==> src/rtl/tmds_decoder_dvi_rx_if.sv <==
`default_nettype none
// ============================================================================
// Module   : tmds_decoder_dvi_rx_if
// Brief    : Raw TMDS word in, decoded symbol/alignment status out.
// Revision : 1.0 - initial release
// ============================================================================
interface tmds_decoder_dvi_rx_if;
  logic [9:0] tmds_in;
  logic [7:0] data_out;
  logic [1:0] ctrl_out;
  logic       de;
  logic       locked;
  logic [3:0] bit_shift;

  modport master (
    output tmds_in,
    input  data_out, ctrl_out, de, locked, bit_shift
  );

  modport slave (
    input  tmds_in,
    output data_out, ctrl_out, de, locked, bit_shift
  );
endinterface
`default_nettype wire

==> src/rtl/tmds_decoder_dvi_rx.sv <==
`default_nettype none
// ============================================================================
// Module   : tmds_decoder_dvi_rx
// Brief    : TMDS channel decoder; hunts symbol boundary on control-token runs.
// Revision : 1.0 - initial release
// ============================================================================
module tmds_decoder_dvi_rx #(
  parameter int TOKEN_RUN      = 16,
  parameter int SEARCH_TIMEOUT = 1024,
  parameter int LOSS_TIMEOUT   = 8192
) (
  input  wire logic             clk_pix,
  input  wire logic             rst,
  tmds_decoder_dvi_rx_if.slave  bus
);
  localparam int RUN_W  = $clog2(TOKEN_RUN) + 1;
  localparam int TMR_W  = $clog2(SEARCH_TIMEOUT) + 1;
  localparam int LOSS_W = $clog2(LOSS_TIMEOUT) + 1;

  typedef enum logic [0:0] {
    SEARCH = 1'b0,
    LOCKED = 1'b1
  } state_t;

  state_t            state;
  logic [9:0]        tmds_prev;
  logic [9:0]        aligned;
  logic [18:0]       window;
  logic [9:0]        win_sel;
  logic [RUN_W-1:0]  run_cnt;
  logic [TMR_W-1:0]  timer;
  logic [LOSS_W-1:0] loss_cnt;
  logic              blank;
  logic [3:0]        bit_shift_r;
  logic [7:0]        data_r;
  logic [1:0]        ctrl_r;
  logic              de_r;
  logic              locked_r;

  logic              is_token;
  logic [1:0]        token_val;
  logic [7:0]        q;
  logic [7:0]        dec;
  logic              lock_hit;
  logic              loss_hit;
  logic              next_locked;

  // Top bit of the newest word can never fall inside a 10-bit slice at offset <= 9.
  assign window = {bus.tmds_in[8:0], tmds_prev};

  always_comb begin
    win_sel = window[9:0];
    for (int i = 0; i < 10; i++) begin
      if (bit_shift_r == 4'(i)) win_sel = window[i +: 10];
    end
  end

  always_comb begin
    is_token  = 1'b1;
    token_val = 2'b00;
    case (aligned)
      10'b1101010100: token_val = 2'b00;
      10'b0010101011: token_val = 2'b01;
      10'b0101010100: token_val = 2'b10;
      10'b1010101011: token_val = 2'b11;
      default:        is_token  = 1'b0;
    endcase
  end

  always_comb begin
    q      = aligned[9] ? ~aligned[7:0] : aligned[7:0];
    dec    = 8'd0;
    dec[0] = q[0];
    for (int i = 1; i < 8; i++) begin
      dec[i] = aligned[8] ? (q[i] ^ q[i-1]) : ~(q[i] ^ q[i-1]);
    end
  end

  // The cycle right after a shift change carries a stale-offset word and is blanked.
  always_comb begin
    lock_hit    = (state == SEARCH) && !blank && is_token &&
                  (run_cnt == RUN_W'(TOKEN_RUN - 1));
    loss_hit    = (state == LOCKED) && !is_token &&
                  (loss_cnt == LOSS_W'(LOSS_TIMEOUT - 1));
    next_locked = (state == LOCKED) ? !loss_hit : lock_hit;
  end

  always_ff @(posedge clk_pix or posedge rst) begin
    if (rst) begin
      state       <= SEARCH;
      tmds_prev   <= 10'd0;
      aligned     <= 10'd0;
      run_cnt     <= '0;
      timer       <= '0;
      loss_cnt    <= '0;
      blank       <= 1'b0;
      bit_shift_r <= 4'd0;
      data_r      <= 8'd0;
      ctrl_r      <= 2'b00;
      de_r        <= 1'b0;
      locked_r    <= 1'b0;
    end else begin
      tmds_prev <= bus.tmds_in;
      aligned   <= win_sel;
      blank     <= 1'b0;

      case (state)
        SEARCH: begin
          if (lock_hit) begin
            state    <= LOCKED;
            run_cnt  <= '0;
            timer    <= '0;
            loss_cnt <= '0;
          end else if (timer == TMR_W'(SEARCH_TIMEOUT - 1)) begin
            bit_shift_r <= (bit_shift_r == 4'd9) ? 4'd0 : bit_shift_r + 4'd1;
            timer       <= '0;
            run_cnt     <= '0;
            blank       <= 1'b1;
          end else begin
            timer <= timer + TMR_W'(1);
            if (!blank) begin
              if (!is_token)          run_cnt <= '0;
              else if (run_cnt != '1) run_cnt <= run_cnt + RUN_W'(1);
            end
          end
        end
        LOCKED: begin
          if (is_token) begin
            loss_cnt <= '0;
          end else if (loss_hit) begin
            state    <= SEARCH;
            loss_cnt <= '0;
            timer    <= '0;
            run_cnt  <= '0;
          end else begin
            loss_cnt <= loss_cnt + LOSS_W'(1);
          end
        end
        default: state <= SEARCH;
      endcase

      locked_r <= next_locked;
      if (!next_locked) begin
        de_r   <= 1'b0;
        data_r <= 8'd0;
        ctrl_r <= 2'b00;
      end else if (is_token) begin
        de_r   <= 1'b0;
        data_r <= 8'd0;
        ctrl_r <= token_val;
      end else begin
        de_r   <= 1'b1;
        data_r <= dec;
      end
    end
  end

  assign bus.data_out  = data_r;
  assign bus.ctrl_out  = ctrl_r;
  assign bus.de        = de_r;
  assign bus.locked    = locked_r;
  assign bus.bit_shift = bit_shift_r;
endmodule
`default_nettype wire

==> src/flat_wrapper.sv <==
// flat-port wrapper written by rule: the top's interface ports become plain ports
module tmds_decoder_dvi_rx_flat 
#(
  parameter int TOKEN_RUN      = 16,
  parameter int SEARCH_TIMEOUT = 1024,
  parameter int LOSS_TIMEOUT   = 8192
)
  (clk_pix, rst, bus_tmds_in, bus_data_out, bus_ctrl_out, bus_de, bus_locked, bus_bit_shift);
  tmds_decoder_dvi_rx_if bus_i ();
  input  wire logic clk_pix;
  input  wire logic rst;
  input wire logic [$bits(bus_i.tmds_in)-1:0] bus_tmds_in;
  output wire logic [$bits(bus_i.data_out)-1:0] bus_data_out;
  output wire logic [$bits(bus_i.ctrl_out)-1:0] bus_ctrl_out;
  output wire logic [$bits(bus_i.de)-1:0] bus_de;
  output wire logic [$bits(bus_i.locked)-1:0] bus_locked;
  output wire logic [$bits(bus_i.bit_shift)-1:0] bus_bit_shift;
  assign bus_i.tmds_in = bus_tmds_in;
  assign bus_data_out = bus_i.data_out;
  assign bus_ctrl_out = bus_i.ctrl_out;
  assign bus_de = bus_i.de;
  assign bus_locked = bus_i.locked;
  assign bus_bit_shift = bus_i.bit_shift;
  tmds_decoder_dvi_rx #(.TOKEN_RUN(TOKEN_RUN), .SEARCH_TIMEOUT(SEARCH_TIMEOUT), .LOSS_TIMEOUT(LOSS_TIMEOUT)) u_core (.clk_pix(clk_pix), .rst(rst), .bus(bus_i));
endmodule
==> config.mk <==
export PLATFORM = sky130hd
export DESIGN_NAME = tmds_decoder_dvi_rx_flat
export DESIGN_NICKNAME = d
export VERILOG_FILES = /design/src/rtl/tmds_decoder_dvi_rx_if.sv /design/src/rtl/tmds_decoder_dvi_rx.sv /design/src/flat_wrapper.sv
export SDC_FILE = /design/constraint.sdc
export NUM_CORES = 1
export LEC_CHECK = 0
export CAP_MARGIN = 15
export CORE_UTILIZATION = 26
export DETAILED_ROUTE_END_ITERATION = 8
export PLACE_DENSITY = 0.39
export REMOVE_ABC_BUFFERS = 1
export SETUP_SLACK_MARGIN = 0.3
export SLEW_MARGIN = 20
export SYNTH_ARGS = -nofsm -noshare
export SYNTH_HDL_FRONTEND = slang
export SYNTH_SLANG_ARGS = --single-unit
export TNS_END_PERCENT = 30
==> constraint.sdc <==
create_clock -name clk_pix -period 2.99 [get_ports clk_pix]
set_input_delay 0.4485 -clock clk_pix [delete_from_list [all_inputs] [get_ports clk_pix]]
set_output_delay 0.4485 -clock clk_pix [all_outputs]
set_load 0.1 [all_outputs]
==> results of run 1 <==
==> cells in the final DEF, fill, tap and decap left out, drive strengths merged, types with 6 or more instances in the layout <==
cell type / netlist / final
a22o: 6 / 6
dfrtp: 68 / 68
nor2b: 11 / 11
nor3: 11 / 11
a21oi: 33 / 33
a221oi: 6 / 6
o22ai: 15 / 15
a31oi: 11 / 11
buf: 8 / 32
nand2: 36 / 36
ha: 11 / 11
nor2: 38 / 38
xnor2: 14 / 14
inv: 21 / 21
clkbuf: 26 / 13
a21o: 10 / 10
nand2b: 10 / 10
a22oi: 6 / 6
nand3: 14 / 14
o21ai: 45 / 45
clkdlybuf4s50: 0 / 11
==> layout make-up <==
class,count,area [um2]
Inverter,21,78.8
Fill cell,1742,10900
Clock buffer,13,260
Sequential cell,68,1700
Timing Repair Buffer,43,363
Multi-Input combinational cell,367,2380
Clock inverter,2,10.0
Tap cell,216,270
==> kinds of logic (layout without fill, tap and decap cells) <==
| logic type | after synthesis | in the layout | share of synthesized area |
|---|---|---|---|
| compound gates | 174 | 174 | 0.271 |
| simple gates | 158 | 158 | 0.199 |
| mux | 7 | 7 | 0.0169 |
| xor+xnor | 17 | 17 | 0.0346 |
| buf+inv | 55 | 79 | 0.0515 |
| flops | 68 | 68 | 0.396 |
| fa+ha+maj | 11 | 11 | 0.0320 |
==> per-stage QoR <==
stage	cell area, um2	setup slack, ns	utilization	setup TNS (ns)	hold WS (ns)
5_1_grt	5060	0.429	0.316	0	0.513
4_1_cts	5060	0.625	0.316	0	0.483
3_3_place_gp	4790	0.650	0.300	0	0.464
3_5_place_dp	4790	0.635	0.300	0	0.471
6_report	5060	0.636	0.316	0	0.479
2_1_floorplan	4160	-0.469	-	-2.39	0.436
==> worst reg2reg max path, cell delays in order (launching register included) <==
cell and delay (ns):
dfrtp_1 0.40, ha_1 0.23, and3_1 0.21, ha_1 0.23, o32ai_2 0.36, or4b_1 0.54
nor3b_1 0.23, a21o_1 0.10
==> metal layers <==
| metal | share of wire | global-route usage | up-vias |
|---|---|---|---|
| met4 | 0.023 | 0.0764 | 0 |
| met2 | 0.47 | 0.257 | 103 |
| met3 | 0.041 | 0.0277 | 20 |
| li1 | - | - | 1844 |
| met5 | 0 | 0 | - |
| met1 | 0.46 | 0.202 | 1861 |
==> state kept, by name (all words and copies together), names as in the netlist <==
name,count
u_core.aligned,10
u_core.blank,1
u_core.bus.bit_shift,4
u_core.bus.ctrl_out,2
u_core.bus.data_out,8
u_core.bus.de,1
u_core.bus.locked,1
u_core.loss_cnt,14
u_core.run_cnt,5
u_core.state,1
u_core.timer,11
u_core.tmds_prev,10
==> power groups by stage <==
| stage | logic [W] | registers, W | clock network, W |
|---|---|---|---|
| after CTS | 0.000123 | 0.000959 | 0.00102 |
| after floorplan | 0.0000738 | 0.000966 | 0 |
| after detailed placement | 0.000122 | 0.000976 | 0 |
| after global routing | 0.000135 | 0.000961 | 0.00106 |
| final | 0.000119 | 0.000960 | 0.000993 |
| after global placement | 0.000123 | 0.000976 | 0 |
==> worst max path at each step <==
stage	endpoint	depth (start not counted)
after detailed placement	u_core.loss_cnt[3]	7
after global routing	u_core.loss_cnt[3]	7
after CTS	u_core.loss_cnt[3]	7
after floorplan	u_core.aligned[3]	5
final	u_core.run_cnt[2]	7
after global placement	u_core.loss_cnt[3]	7
==> flow_metrics.py, run 1 <==
metrics = {
    "worst_hold_path": {
        "hold_path.class": "register to register",
        "whs_path_depth": 1,
        "worstHoldStart": "u_core.timer[10]",
        "hold_end": "u_core.timer[10]",
    },
    "floorplanning": {
        "initial_core_util": 0.269,
        "die_w_um": 131,
        "num_rows": 46,
        "fp.coreArea_mm2": 0.0160,
        "die_h_um": 131,
        "die_area_mm2": 0.0171,
        "io_pins": 28,
    },
    "outcome": {
        "status": "finished clean",
    },
    "power": {
        "pwr-share-seq": 0.463,
        "vdd_ir_drop_max_mv": 0.270,
        "switchingPower_w": 0.000484,
        "switching_share": 0.234,
        "intPower_w": 0.00159,
        "p_clk_frac": 0.479,
        "finalPower_w": 0.00207,
        "comb_power_share": 0.057,
        "power.leakage_nw": 2.16,
        "p_per_area_mw_per_mm2": 409,
    },
    "setup_path": {
        "critical_path_class": "register to register",
        "cp_common_cell": "ha_1",
        "worstPathArrival_ns": 2.64,
        "cp_num_buf_inv": 0,
        "rr_startpoint": "u_core.run_cnt[0]",
        "reg2reg_to": "u_core.run_cnt[2]",
        "regToRegSetupSlack_ns": 0.64,
        "crit_path_cell_trace": "ha_1, and3_1, ha_1, o32ai_2, or4b_1, nor3b_1, a21o_1",
        "critical_path.startpoint": "u_core.run_cnt[0]",
        "start_kind": "register",
        "crit_family": "simple AND/OR/NAND/NOR gates",
        "cpMaxStageDelayCell": "or4b_1",
        "endpoint_kind": "register",
        "cpPeakStageDelay_ns": 0.54,
        "crit_fanout": 4,
        "required_ns": 3.27,
        "worst_r2r_path_depth": 7,
    },
    "route": {
        "drc": 0,
        "routed_wl_um": 12300,
        "vias": 3828,
        "drtAntennaViolNets": 0,
        "routedWlPerCell_um": 16.8,
        "vias_per_cell": 5.24,
        "drt_first_pass_iters": 4,
        "drtIter0Drc": 278,
    },
    "cts": {
        "clock_sinks": 68,
        "postCtsSetupRepairBufs": 0,
        "cts_tree": "built",
        "h-tree-depth": 3,
        "clkTransAtPathRegs_ns": 0.06,
        "ctsResizeCount": 0,
        "cts_max_path_buffers": 2,
        "root_buffer": "clkbuf_16",
        "insertion_delay_ns": 0.34,
        "cts_buffers": 9,
        "hold_buffers": 0,
    },
    "logic_synthesis": {
        "yosys_warnings": 0,
        "syn_area_mm2": 0.00430,
        "synthFlopType": "dfrtp_1",
        "seq_area_frac_synth": 0.396,
        "yosysMostFrequentCell": "dfrtp_1",
        "synth-edff-count": 0,
        "yosys-top-cells-count": "dfrtp_1 (68), o21ai_0 (44), nor2_1 (38)",
        "yosysTopAreaCellShare": 0.396,
        "ys_types": 73,
        "synth-seq-cells": 68,
        "synth_top_cell_by_area": "dfrtp_1",
        "syn_inst": 490,
        "ys_async_sr_fraction": 1.00,
        "synth_area_per_cell_um2": 8.78,
        "synthTopCellsByArea": "dfrtp_1 (40%), o21ai_0 (5.1%), a21oi_1 (3.8%)",
    },
    "placed_design": {
        "portBuffers": 27,
        "numPlacedInstances": 715,
        "gp_congestion": 0.862,
        "hpwl_um": 8830,
    },
    "sta": {
        "slew_headroom": 0.485,
        "rsz0062_at_grt": "false",
        "fin_skew_ns": 0.00698,
        "slew_viol_final": 0,
        "hold_viol": 0,
        "worst_pin_slew_ns": 0.770,
        "post-route-period-util": 0.787,
        "setup_viol": 0,
        "max_freq_mhz": 425,
        "period_needed_ns": 2.35,
    },
    "cells_and_area": {
        "area_delta_synth_final_pct": 17.7,
        "fin_nets": 533,
        "drive_gt1_frac": 0.136,
        "diodes": 0,
        "stdcell_count": 730,
    },
    "global_routing": {
        "grt_pass1_wl_um": 20500,
        "antenna_found_initial": 0,
        "grt_max_degree": 44,
        "grt.overflow.total": 0,
        "grt_pass1_vias": 3814,
        "grt_use_total": 0.158,
    },
    "flow_run": {
        "maxCapViolCount": 0,
    },
}
Power figures use the tool's default switching activity.
==> inputs of run 2 (changes only) <==
Clock period 2.99 ns to 2.25 ns, I/O delays scaled along.
==> run 2 against run 1 <==
Compared with the run above:
- die area stayed put
- fmax is 15% higher
- sequential share of layout area is 3.1 points lower
- sequential power is 32% higher
- flip-flop and latch count stayed put
- critical path depth is 1 higher
- count of clock-buffer cells in the layout is 3 lower
- total power is 37% higher
- utilization is 3.3 points higher
- wire length is 2.3% higher
- largest cell class unchanged
==> flow_metrics.py, run 2 (synthesis results as in run 1) <==
metrics = {
    "setup_path": {
        "worstPathArrival_ns": 2.33,
        "cp_num_buf_inv": 0,
        "required_ns": 2.53,
        "crit_family": "simple AND/OR/NAND/NOR gates",
        "regToRegSetupSlack_ns": 0.20,
        "critical_path_class": "register to register",
        "crit_path_cell_trace": "ha_2, and3_4, ha_4, nand3b_1, o32ai_2, or4b_4, nor3b_2, a21o_1",
        "crit_fanout": 4,
        "cpMaxStageDelayCell": "or4b_4",
        "endpoint_kind": "register",
        "cpPeakStageDelay_ns": 0.54,
        "start_kind": "register",
    },
    "placed_design": {
        "post_dp_cell_area_mm2": 0.00505,
        "gp_congestion": 0.861,
        "numPlacedInstances": 739,
        "portBuffers": 27,
        "hpwl_um": 8800,
    },
    "sta": {
        "timing.setup.tns_ns": 0,
        "max_freq_mhz": 487,
        "period_needed_ns": 2.05,
        "setup_viol": 0,
        "worst_pin_slew_ns": 0.460,
        "post-route-period-util": 0.913,
        "fin_skew_ns": 0.0105,
        "holdWs_ns": 0.391,
        "slew_viol_final": 0,
        "slew_headroom": 0.694,
        "hold_viol": 0,
        "rsz0062_at_grt": "true",
    },
    "cells_and_area": {
        "largestRegisters": "u_core.loss_cnt (14), u_core.timer (11)",
        "area_delta_synth_final_pct": 30.1,
        "mostFrequentLayoutCells": "dfrtp_1 (63), buf_4 (59), nand2_1 (36), o21ai_0 (36), nor2_1 (34)",
        "utilization": 0.350,
        "stdcell_count": 770,
        "final_common_cell": "dfrtp_1",
        "drive_gt1_frac": 0.251,
        "largest_reg_flops": 14,
        "fillers": 1682,
        "finalInstanceArea_mm2": 0.00560,
        "diodes": 0,
        "fin_nets": 572,
        "largest_register": "u_core.loss_cnt",
    },
    "outcome": {
        "status": "finished clean",
    },
    "cts": {
        "insertion_delay_ns": 0.34,
        "clkTransAtPathRegs_ns": 0.06,
        "cts_tree": "built",
        "cts_buffers": 9,
        "root_buffer": "clkbuf_16",
        "clock_sinks": 68,
        "cts_max_path_buffers": 2,
        "hold_buffers": 0,
        "h-tree-depth": 3,
    },
    "route": {
        "vias_per_cell": 5.13,
        "routed_wl_um": 12600,
        "routedWlPerCell_um": 16.3,
        "vias": 3948,
        "drc": 0,
        "drt_first_pass_iters": 5,
        "drtAntennaViolNets": 0,
        "drtIter0Drc": 261,
    },
    "global_routing": {
        "grt_max_degree": 69,
        "antenna_found_initial": 0,
        "grt.overflow.total": 0,
        "grt_pass1_vias": 3788,
        "grt_pass1_wl_um": 20500,
        "grt_use_total": 0.157,
    },
    "floorplanning": {
        "num_rows": 46,
        "initial_core_util": 0.269,
        "die_area_mm2": 0.0171,
        "die_w_um": 131,
        "fp.coreArea_mm2": 0.0160,
        "io_pins": 28,
        "die_h_um": 131,
    },
    "power": {
        "p_per_area_mw_per_mm2": 509,
        "power.leakage_nw": 2.38,
        "vdd_ir_drop_max_mv": 0.317,
    },
    "worst_hold_path": {
        "hold_path.class": "primary input to async pin",
    },
    "flow_run": {
        "maxCapViolCount": 0,
    },
}
## run 2: through the flow
stage	setup slack [ns]	total power, W
2_1_floorplan	-1.21	0.00138
3_3_place_gp	0.0178	0.00147
3_5_place_dp	0.0117	0.00147
4_1_cts	0.187	0.00291
5_1_grt	0.108	0.00297
6_report	0.197	0.00285
## run 2: layout make-up
type                            count  area, um2  share of cell area
Multi-Input combinational cell    367       2490               0.446
Sequential cell                    68       1710               0.305
Timing Repair Buffer               82        752               0.134
Tap cell                          216        270              0.0483
Clock buffer                       10        229              0.0409
Inverter                           21       78.8              0.0141
Clock inverter                      6       63.8              0.0114
## run 2: where the power goes
part,switching (W),internal [W],total [W]
Clock,0.000549,0.000858,0.00141
Combinational,0.0000919,0.0000791,0.000171
Sequential,0.0000301,0.00124,0.00127
Total,0.000670,0.00218,0.00285
## run 2: worst register-to-register path: cells and delay by family, from the launching register on
kind,cells,cell delay (ns)
simple gates,4,1.06
flops,1,0.38
fa+ha+maj,2,0.36
compound gates,2,0.21
## run 2: timing repair
action                     4_1_cts  5_1_grt
cloned                           0        1
resized for setup               20       22
setup endpoints to repair       38       38
pin swaps                        6       10
buffers inserted                 6        8
## run 2: final timing paths
check                                  start             endpoint  cells after the start
min                                      rst    u_core.run_cnt[1]                      3
max reg2reg                u_core.run_cnt[0]    u_core.run_cnt[2]                      8
max in group asynchronous                rst   u_core.loss_cnt[7]                      3
min in group clk_pix          bus_tmds_in[9]  u_core.tmds_prev[9]                      1
min reg2reg                 u_core.timer[10]     u_core.timer[10]                      1
max                        u_core.run_cnt[0]    u_core.run_cnt[2]                      8
## run 2: metal layers
metal  routed length (um)  track usage  share of wire  up-vias
met3                  614       0.0419          0.049       22
met2                 5850        0.251           0.47      104
met1                 5800        0.205           0.46     1899
met5                    0            0              0        -
li1                     -            -              -     1923
met4                  295       0.0561          0.023        0
==> inputs of run 3 (changes only) <==
Settings changed: CTS_BUF_LIST set to sky130_fd_sc_hd__clkbuf_8, GPL_TIMING_DRIVEN set to 0.
==> run 3 against run 2 <==
Compared with the run above:
- fmax decreased by 4.6%
- count of clock-buffer cells in the layout is the same
- critical endpoint is now bus_data_out[3]
- largest cell class unchanged
- final cell count decreased by 3.2%
- critical path depth shrank 7
==> flow_metrics.py, run 3 (synthesis results as in run 1) <==
metrics = {
    "outcome": {
        "status": "finished clean",
    },
    "setup_path": {
        "rr_startpoint": "u_core.run_cnt[0]",
        "cp_num_buf_inv": 1,
        "worst_r2r_path_depth": 8,
        "critical_path.startpoint": "u_core.bus.data_out[3]",
        "required_ns": 1.91,
        "start_kind": "register",
        "worstPathArrival_ns": 1.81,
        "critical_path_class": "register to primary output",
        "crit_family": "buffers and inverters",
        "regToRegSetupSlack_ns": 0.13,
        "reg2reg_to": "u_core.run_cnt[2]",
        "endpoint_kind": "primary output",
        "cpMaxStageDelayCell": "clkdlybuf4s50_1",
        "crit_fanout": 1,
        "cpPeakStageDelay_ns": 1.13,
        "crit_path_cell_trace": "clkdlybuf4s50_1",
    },
    "global_routing": {
        "use_met1": 0.213,
        "grt_util_met3": 0.0293,
        "grt_pass1_vias": 3753,
        "grt_use_total": 0.160,
        "grt_use_met2": 0.257,
        "grt.overflow.total": 0,
        "grt_pass1_wl_um": 20700,
        "grt.busiest_layer": "met2",
        "grt_max_degree": 55,
        "antenna_found_initial": 0,
    },
    "route": {
        "drtIter0Drc": 363,
        "drt_first_pass_iters": 5,
        "vias": 3986,
        "drc": 0,
        "vias_per_cell": 5.35,
        "drtAntennaViolNets": 0,
        "routedWlPerCell_um": 18.1,
        "routed_wl_um": 13500,
    },
    "placed_design": {
        "hpwl_um": 8490,
        "portBuffers": 27,
        "numPlacedInstances": 702,
        "post_dp_cell_area_mm2": 0.00477,
        "dp_slack_ns": -0.782,
        "gp_congestion": 0.834,
    },
    "cells_and_area": {
        "largest_register": "u_core.loss_cnt",
        "stdcell_count": 745,
        "fin_nets": 547,
        "drive_gt1_frac": 0.208,
        "largestRegisters": "u_core.loss_cnt (14), u_core.timer (11)",
        "final_common_cell": "dfrtp_1",
        "utilization": 0.342,
        "mostFrequentLayoutCells": "dfrtp_1 (60), nand2_1 (35), o21ai_0 (35)",
        "finalInstanceArea_mm2": 0.00547,
        "area_delta_synth_final_pct": 27.1,
        "largest_reg_flops": 14,
        "diodes": 0,
    },
    "cts": {
        "clkTransAtPathRegs_ns": 0.08,
        "cts_tree": "built",
        "insertion_delay_ns": 0.36,
        "root_buffer": "clkbuf_8",
        "h-tree-depth": 3,
        "clock_sinks": 68,
        "cts_buffers": 9,
        "hold_buffers": 0,
        "cts_max_path_buffers": 2,
    },
    "power": {
        "vdd_ir_drop_max_mv": 0.265,
        "power.leakage_nw": 2.38,
        "p_per_area_mw_per_mm2": 471,
    },
    "sta": {
        "period_needed_ns": 2.15,
        "worst_pin_slew_ns": 0.976,
        "hold_viol": 0,
        "holdWs_ns": 0.246,
        "finalWorstSetupSlack_ns": 0.0980,
        "slew_viol_final": 0,
        "rsz0062_at_grt": "true",
        "post-route-period-util": 0.956,
        "fin_skew_ns": 0.0155,
        "setup_viol": 0,
        "max_freq_mhz": 465,
        "slew_headroom": 0.347,
    },
    "floorplanning": {
        "die_area_mm2": 0.0171,
        "die_h_um": 131,
        "fp.coreArea_mm2": 0.0160,
        "initial_core_util": 0.269,
        "die_w_um": 131,
        "io_pins": 28,
        "num_rows": 46,
    },
    "flow_run": {
        "maxCapViolCount": 0,
    },
    "worst_hold_path": {
        "hold_path.class": "primary input to async pin",
    },
}
[run 3: layer usage]
metal	wire length (um)	up-vias
met3	579	18
li1	-	1870
met4	224	0
met2	6310	117
met5	0	-
met1	6380	1981
[run 3: where the power goes]
part	leakage (nW)	switching (W)	total [W]	internal [W]
Sequential	0.875	0.0000336	0.00127	0.00124
Clock	0.117	0.000489	0.00113	0.000645
Combinational	1.39	0.0000925	0.000168	0.0000751
Total	2.38	0.000615	0.00257	0.00196
[run 3: worst max path at each step]
stage               cells after the start            endpoint
detailed placement                      6  u_core.loss_cnt[7]
finish                                  1     bus_data_out[3]
floorplan                               5   u_core.aligned[3]
CTS                                     6   u_core.aligned[4]
global placement                        5   u_core.aligned[3]
global route                            1     bus_data_out[3]
[run 3: timing repair]
item	in CTS	in global routing
gates resized for setup	59	31
setup endpoints to repair	74	60
cloned	1	1
pin swaps	8	9
buffers inserted	13	12
[run 3: stage by stage]
step / total power [W] / setup TNS (ns)
CTS: 0.00262 / 0
global route: 0.00269 / 0
floorplan: 0.00138 / -11.52
finish: 0.00257 / 0
global placement: 0.00146 / -112.00
detailed placement: 0.00146 / -15.35
[run 3: final cells by class]
cell class              instances  area, um2
fillers                      1670      10500
multi-input cells             367       2570
flip-flops and latches         68       1720
repair buffers                 56        599
well taps                     216        270
clock buffers                  10        138
inverters                      21       85.1
clock inverters                 6       78.8
repair inverters                1       5.00
